## src/rtl/ahb_lite_master.sv

```systemverilog
// ahb_lite_master
//
// Command-driven AHB-lite initiator for a slave without hready. It buffers read and write
// commands in a small FIFO and issues them as pipelined transfers. Each transfer has an
// address phase followed by exactly one data-phase cycle. Every command produces exactly one
// response strobe, in command order.
//
// Optional feature (macro AHB_RDATA_ALIGN_EN):
//   - Right-justifies and zero-extends read data by size and address.
//   - Replicates byte and halfword write data across all byte lanes.
//
// Ports:
//   clk, n_rst                  clock, asynchronous active-low reset
//   cmd_valid/cmd_ready         command handshake (cmd_ready = FIFO not full)
//   cmd_write/addr/size/wdata   command payload
//   hsel/haddr/hsize/htrans/hwrite/hwdata  AHB-lite request side
//   hrdata/hresp                AHB-lite data-phase return
//   rsp_valid/rsp_rdata/rsp_error  one-cycle response per command
//   busy                        FIFO non-empty or transfer in flight

module ahb_lite_master #(
    parameter int unsigned CMD_DEPTH = 4
) (
    input  logic        clk,
    input  logic        n_rst,
    input  logic        cmd_valid,
    output logic        cmd_ready,
    input  logic        cmd_write,
    input  logic [3:0]  cmd_addr,
    input  logic [1:0]  cmd_size,
    input  logic [31:0] cmd_wdata,
    output logic        hsel,
    output logic [3:0]  haddr,
    output logic [1:0]  hsize,
    output logic [1:0]  htrans,
    output logic        hwrite,
    output logic [31:0] hwdata,
    input  logic [31:0] hrdata,
    input  logic        hresp,
    output logic        rsp_valid,
    output logic [31:0] rsp_rdata,
    output logic        rsp_error,
    output logic        busy
);

    localparam int unsigned PtrW = (CMD_DEPTH > 1) ? $clog2(CMD_DEPTH) : 1;
    localparam int unsigned CntW = PtrW + 1;

    typedef struct packed {
        logic        write;
        logic [3:0]  addr;
        logic [1:0]  size;
        logic [31:0] wdata;
    } cmd_t;

    cmd_t            mem_q [CMD_DEPTH];
    logic [PtrW-1:0] wr_ptr_q, rd_ptr_q;
    logic [CntW-1:0] count_q, count_d;
    logic            full, empty, push, pop;
    cmd_t            head;

    logic            dphase_q;      // data phase in progress this cycle
    logic            dp_write_q;    // direction of the transfer in its data phase
    logic [31:0]     ap_wdata_q;    // write data of the transfer in its address phase
    logic [31:0]     wdata_lanes;
    logic [31:0]     rdata_aligned;
`ifdef AHB_RDATA_ALIGN_EN
    logic [1:0]      dp_addr_q;
    logic [1:0]      dp_size_q;
`endif

    assign full      = (count_q == CntW'(CMD_DEPTH));
    assign empty     = (count_q == '0);
    assign cmd_ready = !full;
    assign push      = cmd_valid && !full;
    assign head      = mem_q[rd_ptr_q];
    // An erroring data phase blocks issue for one edge, giving the single IDLE
    // recovery cycle; the address phase already on the bus is unaffected.
    assign pop       = !empty && !(dphase_q && hresp);

    always_comb begin
        count_d = count_q;
        if (push && !pop) begin
            count_d = count_q + CntW'(1);
        end else if (pop && !push) begin
            count_d = count_q - CntW'(1);
        end
    end

    always_comb begin
        wdata_lanes = ap_wdata_q;
`ifdef AHB_RDATA_ALIGN_EN
        case (hsize)
            2'd0:    wdata_lanes = {4{ap_wdata_q[7:0]}};
            2'd1:    wdata_lanes = {2{ap_wdata_q[15:0]}};
            default: wdata_lanes = ap_wdata_q;
        endcase
`endif
    end

    always_comb begin
        rdata_aligned = hrdata;
`ifdef AHB_RDATA_ALIGN_EN
        case (dp_size_q)
            2'd0:    rdata_aligned = {24'h0, hrdata[{dp_addr_q, 3'b000} +: 8]};
            2'd1:    rdata_aligned = {16'h0, hrdata[{dp_addr_q[1], 4'b0000} +: 16]};
            default: rdata_aligned = hrdata;
        endcase
`endif
    end

    // FIFO storage needs no reset; occupancy is tracked by count_q.
    always_ff @(posedge clk) begin
        if (push) begin
            mem_q[wr_ptr_q] <= '{write: cmd_write, addr: cmd_addr, size: cmd_size,
                                 wdata: cmd_wdata};
        end
    end

    always_ff @(posedge clk or negedge n_rst) begin
        if (!n_rst) begin
            wr_ptr_q   <= '0;
            rd_ptr_q   <= '0;
            count_q    <= '0;
            hsel       <= 1'b0;
            haddr      <= '0;
            hsize      <= '0;
            htrans     <= 2'b00;
            hwrite     <= 1'b0;
            hwdata     <= '0;
            ap_wdata_q <= '0;
            dphase_q   <= 1'b0;
            dp_write_q <= 1'b0;
            rsp_valid  <= 1'b0;
            rsp_rdata  <= '0;
            rsp_error  <= 1'b0;
            busy       <= 1'b0;
`ifdef AHB_RDATA_ALIGN_EN
            dp_addr_q  <= '0;
            dp_size_q  <= '0;
`endif
        end else begin
            if (push) wr_ptr_q <= wr_ptr_q + PtrW'(1);
            if (pop)  rd_ptr_q <= rd_ptr_q + PtrW'(1);
            count_q <= count_d;

            // Address phase
            hsel   <= pop;
            htrans <= pop ? 2'b10 : 2'b00;
            if (pop) begin
                haddr      <= head.addr;
                hsize      <= head.size;
                hwrite     <= head.write;
                ap_wdata_q <= head.wdata;
            end

            // Data phase follows the address phase unconditionally (no hready)
            dphase_q <= hsel;
            if (hsel) begin
                dp_write_q <= hwrite;
`ifdef AHB_RDATA_ALIGN_EN
                dp_addr_q  <= haddr[1:0];
                dp_size_q  <= hsize;
`endif
            end
            if (hsel && hwrite) hwdata <= wdata_lanes;

            // Response for the data phase that just ended
            rsp_valid <= dphase_q;
            if (dphase_q) begin
                rsp_error <= hresp;
                rsp_rdata <= dp_write_q ? 32'h0 : rdata_aligned;
            end

            busy <= (count_d != '0) || pop || hsel;
        end
    end

endmodule
```

## config.mk

```make
export PLATFORM = sky130hd
export DESIGN_NAME = ahb_lite_master
export DESIGN_NICKNAME = d
export VERILOG_FILES = /design/src/rtl/ahb_lite_master.sv
export SDC_FILE = /design/constraint.sdc
export NUM_CORES = 1
export LEC_CHECK = 0
export CORE_ASPECT_RATIO = 1.1
export CORE_MARGIN = 2
export CORE_UTILIZATION = 54
export CTS_BUF_LIST = sky130_fd_sc_hd__clkbuf_16
export DETAILED_ROUTE_END_ITERATION = 8
export HOLD_SLACK_MARGIN = 0.02
export PLACE_DENSITY = 0.81
export SETUP_SLACK_MARGIN = 0.3
export SYNTH_ARGS = -nofsm -noshare
export SYNTH_HDL_FRONTEND = slang
export SYNTH_SLANG_ARGS = --single-unit
```

## constraint.sdc

```tcl
create_clock -name clk -period 2.9 [get_ports clk]
set_input_delay 0.58 -clock clk [delete_from_list [all_inputs] [get_ports clk]]
set_output_delay 0.58 -clock clk [all_outputs]
set_load 0.01 [all_outputs]
```

== Yosys cells after proc, flatten, opt, wreduce, memory -nomap -nowiden ==
Memories as Yosys holds them, arrays and structs flattened. A register that Yosys moved wholly into a read port is not among the register bits.
Index checks and enable logic that the tools add are counted.

* RAM bits: 156
* Flip-flop bits (word level): 79
* Output and inout port bits: 78
* Memories kept: 1
* Logic and storage cells: 40
* Bits of input ports: 75

{| class="wikitable"
|+ Memory list
! memory !! depth !! width !! rd ports !! clocked after memory_dff !! wr ports !! RTL line !! text
|-
| mem_q || 4 || 39 || 1 || 1 || 1 || 56 || <nowiki>cmd_t mem_q [CMD_DEPTH];</nowiki>
|}

* Mux-type cells: 6
* Equality and inequality tests: 1
* Add/sub/neg operators: 4
* Reduce and logical (&&, ||, !) cells: 16

{| class="wikitable"
|+ Operators with widths
! kind !! number
|-
| 32-bit 2-to-1 mux || 1
|-
| 1-bit logical AND || 6
|-
| 1-bit logical NOT || 6
|-
| 3-bit 2-to-1 mux || 2
|-
| 2-bit by 1-bit adder with 2-bit output (second input constant) || 2
|-
| 3-bit by 1-bit adder with 3-bit output (second input constant) || 1
|-
| 3-bit == test (second input constant) || 1
|-
| 3-bit logical NOT || 1
|-
| 3-bit nonzero test || 1
|-
| 3-bit by 1-bit subtractor with 3-bit output (second input constant) || 1
|-
| 1-bit logical OR || 2
|-
| 1-bit 2-to-1 mux || 2
|-
| 2-bit 2-to-1 mux || 1
|}

== Depth between registers and ports, before layout ==
* Depth in word-level cells: 10
* Depth in mapped cells: 8
* Gate-level depth less buffers: 7

== Worst setup path before layout ==
Ideal clock, no wire load.

* Path type: flip-flop to flip-flop
* From: reg count_q[1]
* To: mem mem_q[0][0] (netlist name) (enable)
* Buffers on the path: 1
* Period minus slack after synthesis: 2.515 ns
* Setup slack: 0.385 ns
* Arrival time: 2.114 ns
* Library setup time: 0.400 ns
* Data required time: 2.500 ns
* Stages on the path, launching flop included: 6
* Cells stage by stage: dfrtp_1 inv_1 ha_1 a21boi_0 buf_2 and2_1

* Word-level cells in the longest chain between the ends: 5

{| class="wikitable"
|+ Ends and longest elaborated chain
! what !! RTL line !! text
|-
| start, declared || 58 || <nowiki>logic [CntW-1:0] count_q, count_d;</nowiki>
|-
| start signal, assigned || 145 || <nowiki>count_q <= count_d;</nowiki>
|-
| 3-bit == test || 72 || <nowiki>assign full = (count_q == CntW'(CMD_DEPTH));</nowiki>
|-
| 1-bit logical NOT || 75 || <nowiki>assign push = cmd_valid && !full;</nowiki>
|-
| 1-bit logical AND || 75 ||
|-
| 1-bit 2-to-1 mux || 114 || <nowiki>if (push) begin</nowiki>
|-
| 1-bit 2-to-1 mux (implied by the code) || 115 || <nowiki>mem_q[wr_ptr_q] <= '{write: cmd_write, addr: cmd_addr, size: cmd_size,</nowiki>
|-
| end, declared || 56 ||
|}

Every way passes these cells.

== Final worst setup path ==
* From: reg count_q[0]
* To: out cmd_ready

* Word-level cells in the longest chain between the ends: 2

{| class="wikitable"
|+ Ends and longest elaborated chain
! what !! RTL line !! text
|-
| 3-bit == test || 72 ||
|-
| 1-bit logical NOT || 74 || <nowiki>assign cmd_ready = !full;</nowiki>
|-
| end, declared || 27 || <nowiki>output logic cmd_ready,</nowiki>
|}

Every way passes these cells.

==> results.py <==
metrics = {
    "run_status": {
        "outcome": "complete, no violations",
    },
    "global_route": {
        "globalRouteOverflowTotal": 0,
        "grt_pass1_vias": 6232,
        "met1_usage_pct": 25.3,
        "busiest_layer": "met2",
        "antenna_found_initial": 0,
        "grt_usage_pct": 20.8,
        "global_route.usage.met3_pct": 3.72,
        "grt_max_degree": 53,
        "grt_use_met2_pct": 38.2,
        "grt_pass1_wl_um": 32200,
    },
    "die": {
        "io_pins": 153,
        "fp.dieArea_um2": 20100,
        "core_um2": 18500,
        "initial_core_util_pct": 55.3,
        "die_h_um": 148,
        "die_w_um": 135,
        "rows": 52,
    },
    "placement": {
        "dp_hpwl_um": 13000,
        "gp_congestion": 0.822,
        "dp_slack_ns": 0.508,
        "port_buffers": 151,
    },
    "clocking": {
        "clock_tree.root_cell": "clkbuf_16",
        "clkSinkCount": 272,
        "clk_latency_ns": 0.53,
        "numCtsBuffers": 26,
        "clock_path_buffers": 3,
        "h-tree-depth": 1,
        "cts_tree": "yes",
        "postCtsSetupBuffers": 0,
        "clk_pin_slew_worst_paths_ns": 0.06,
    },
    "setup_path": {
        "startpoint_type": "flip-flop",
        "cp_max_fo": 8,
        "cp_data_arrival_time_ns": 1.87,
        "path_class": "flip-flop to output pin",
        "crit_required_ns": 2.32,
        "setup.worst_path.end_class": "output pin",
    },
    "timing": {
        "timing.fmax_mhz": 408,
        "relSlewSlack_pct": 33.8,
        "slew_viol_final": 0,
        "min_period_over_period_pct": 84.6,
        "finalSetupViolCount": 0,
        "timing.final.ws_setup_ns": 0.447,
        "finalHoldViolCount": 0,
        "tightestPinTransition_ns": 0.993,
        "fin_setup_tns_ns": 0,
        "skew_ns": 0.0270,
        "rsz0062_at_grt": "false",
        "min_period_ns": 2.45,
    },
    "power": {
        "p_per_area_nw_per_um2": 1070,
        "irDropWorstVdd_mv": 0.712,
        "leakagePower_uw": 0.00505,
        "power.total_uw": 13800,
    },
    "finish": {
        "antennaDiodeCount": 0,
        "nets": 893,
        "area_growth_syn_to_layout_pct": 25.5,
        "drive_gt1_share_pct": 16.6,
    },
    "logic_synthesis": {
        "synth_warnings": 0,
        "netlist_area_um2": 10200,
        "synth-compound-area-share_pct": 3.00,
        "synth_fa_ha_area_share_pct": 0.856,
        "synthesis.instances": 646,
        "muxShareOfSynthArea_pct": 12.1,
        "synth-seq-area-share_pct": 74.2,
        "post_synth_num_cell_types": 32,
        "synthTopCellsByArea": "edfxtp_1 (46%), dfrtp_1 (28%), mux4_2 (8.6%)",
        "yosys.area_share.simple_pct": 6.50,
        "syn_nets": 728,
        "synth-seq-cells": 272,
        "synth_top_area_share_pct": 45.8,
        "synth_top_family_by_area": "multiplexers",
        "synth_xor_area_share_pct": 0.428,
        "postSynthAreaPerCell_um2": 15.8,
        "synth.largest_area_cell": "edfxtp_1",
    },
    "routing": {
        "first_pass_iters": 5,
        "detail-route-antenna-nets": 0,
        "via_per_inst": 5.36,
        "drcViolationCount": 0,
        "wirelength_um": 20200,
        "vias": 5746,
        "post_drt_wl_per_cell_um": 18.9,
        "dr.first_iter.drc_count": 292,
    },
    "job": {
        "maxCapViolCount": 0,
    },
    "min_path": {
        "hold_class": "flip-flop to flip-flop",
    },
}
==> routing by layer <==
| layer | vias to the layer above | wire (um) | part of all wire, % |
|---|---|---|---|
| met5 | - | 0 | 0 |
| met4 | 0 | 441 | 2.2 |
| met3 | 37 | 1310 | 6.5 |
| met2 | 203 | 10900 | 54 |
| met1 | 2897 | 7590 | 38 |
| li1 | 2609 | - | - |
==> report_power, final <==
part	switching (uW)	leakage, uW	internal [uW]
registers	861	0.00284	5390
logic	2090	0.00181	2350
clock network	1350	0.000401	1720
==> state kept, by name, summed over array words and instances (netlist names) <==
signal      cells
ap_wdata_q     32
busy            1
count_q         3
dp_write_q      1
dphase_q        1
haddr           4
hsel            1
hsize           2
hwdata         32
hwrite          1
mem_q         156
rd_ptr_q        2
rsp_error       1
rsp_rdata      32
rsp_valid       1
wr_ptr_q        2
==> metrics by stage <==
step / hold WS, ns / utilization [%] / area, um^2 / std cells
2_1_floorplan: 0.284 / - / 10200 / 646
3_3_place_gp: 0.456 / 65.2 / 12000 / 1025
3_5_place_dp: 0.463 / 65.2 / 12000 / 1025
4_1_cts: 0.477 / 69.4 / 12800 / 1072
5_1_grt: 0.495 / 69.5 / 12800 / 1072
6_report: 0.472 / 69.5 / 12800 / 1072
==> final cells by class <==
class | count | area, um^2
clock inverter | 20 | 130
sequential | 272 | 7590
clock buffer | 26 | 651
fill | 1176 | 5640
inverter | 39 | 146
timing repair buffer | 168 | 1650
multi-input combinational | 304 | 2360
tap | 243 | 304
==> cells by family after synthesis <==
family / Yosys count
DFF: 272
and+or+nand+nor: 168
muxes: 71
buffers and inverters: 70
AOI/OAI and AO/OA: 52
adders and majority gates: 7
xor gates and xnor gates: 5
other: 1
==> cell usage in the layout (no fill, tap or decap), types with 2 or more instances in the layout <==
master,n
edfxtp_1,156
nand2_1,153
clkdlybuf4s50_1,150
dfrtp_1,114
inv_1,45
mux4_2,39
o21ai_0,38
mux2_2,32
clkbuf_16,26
buf_4,16
ha_1,6
xnor2_1,5
a21oi_1,5
and2_2,4
nor2_1,4
clkinv_1,4
clkinv_2,4
clkinvlp_4,3
nand2_2,2
==> critical path, stage by stage, from the launching register on <==
cell	delay, ns
dfrtp_1	0.39
inv_1	0.13
ha_2	0.28
nand2_1	0.07
clkdlybuf4s50_1	0.49
==> path summary, 6_finish.rpt <==
path	slack [ns]	cells past startpoint	end	start
min	0.47	2	ap_wdata_q[1]	ap_wdata_q[1]
min reg2reg	0.47	2	ap_wdata_q[1]	ap_wdata_q[1]
max in group asynchronous	1.68	3	hwdata[1]	n_rst
max	0.45	4	cmd_ready	count_q[0]
min in group asynchronous	0.57	2	wr_ptr_q[1]	n_rst
max reg2reg	0.94	7	busy	count_q[0]
==> synthesized netlist by cell type, drive strengths merged <==
cell	n
a2111oi	1
a211o	1
a21bo	1
a21boi	1
a21o	1
a21oi	5
a31oi	1
and2	4
and3	1
buf	18
clkbuf	13
conb	1
dfrtp	116
edfxtp	156
ha	7
inv	39
mux2	32
mux4	39
nand2	155
nand2b	1
nand4	1
nor2	4
nor2b	1
o211a	1
o211ai	1
o21ai	38
o22ai	1
or3b	1
xnor2	5
==> timing repair <==
| item | in CTS | in global routing |
|---|---|---|
| hold buffers | 1 | 0 |
| gates resized for setup | 0 | 1 |
| endpoints found under the hold margin | 5 | 0 |
| setup endpoints to repair | 0 | 1 |
(Power assumes the default switching activity.)
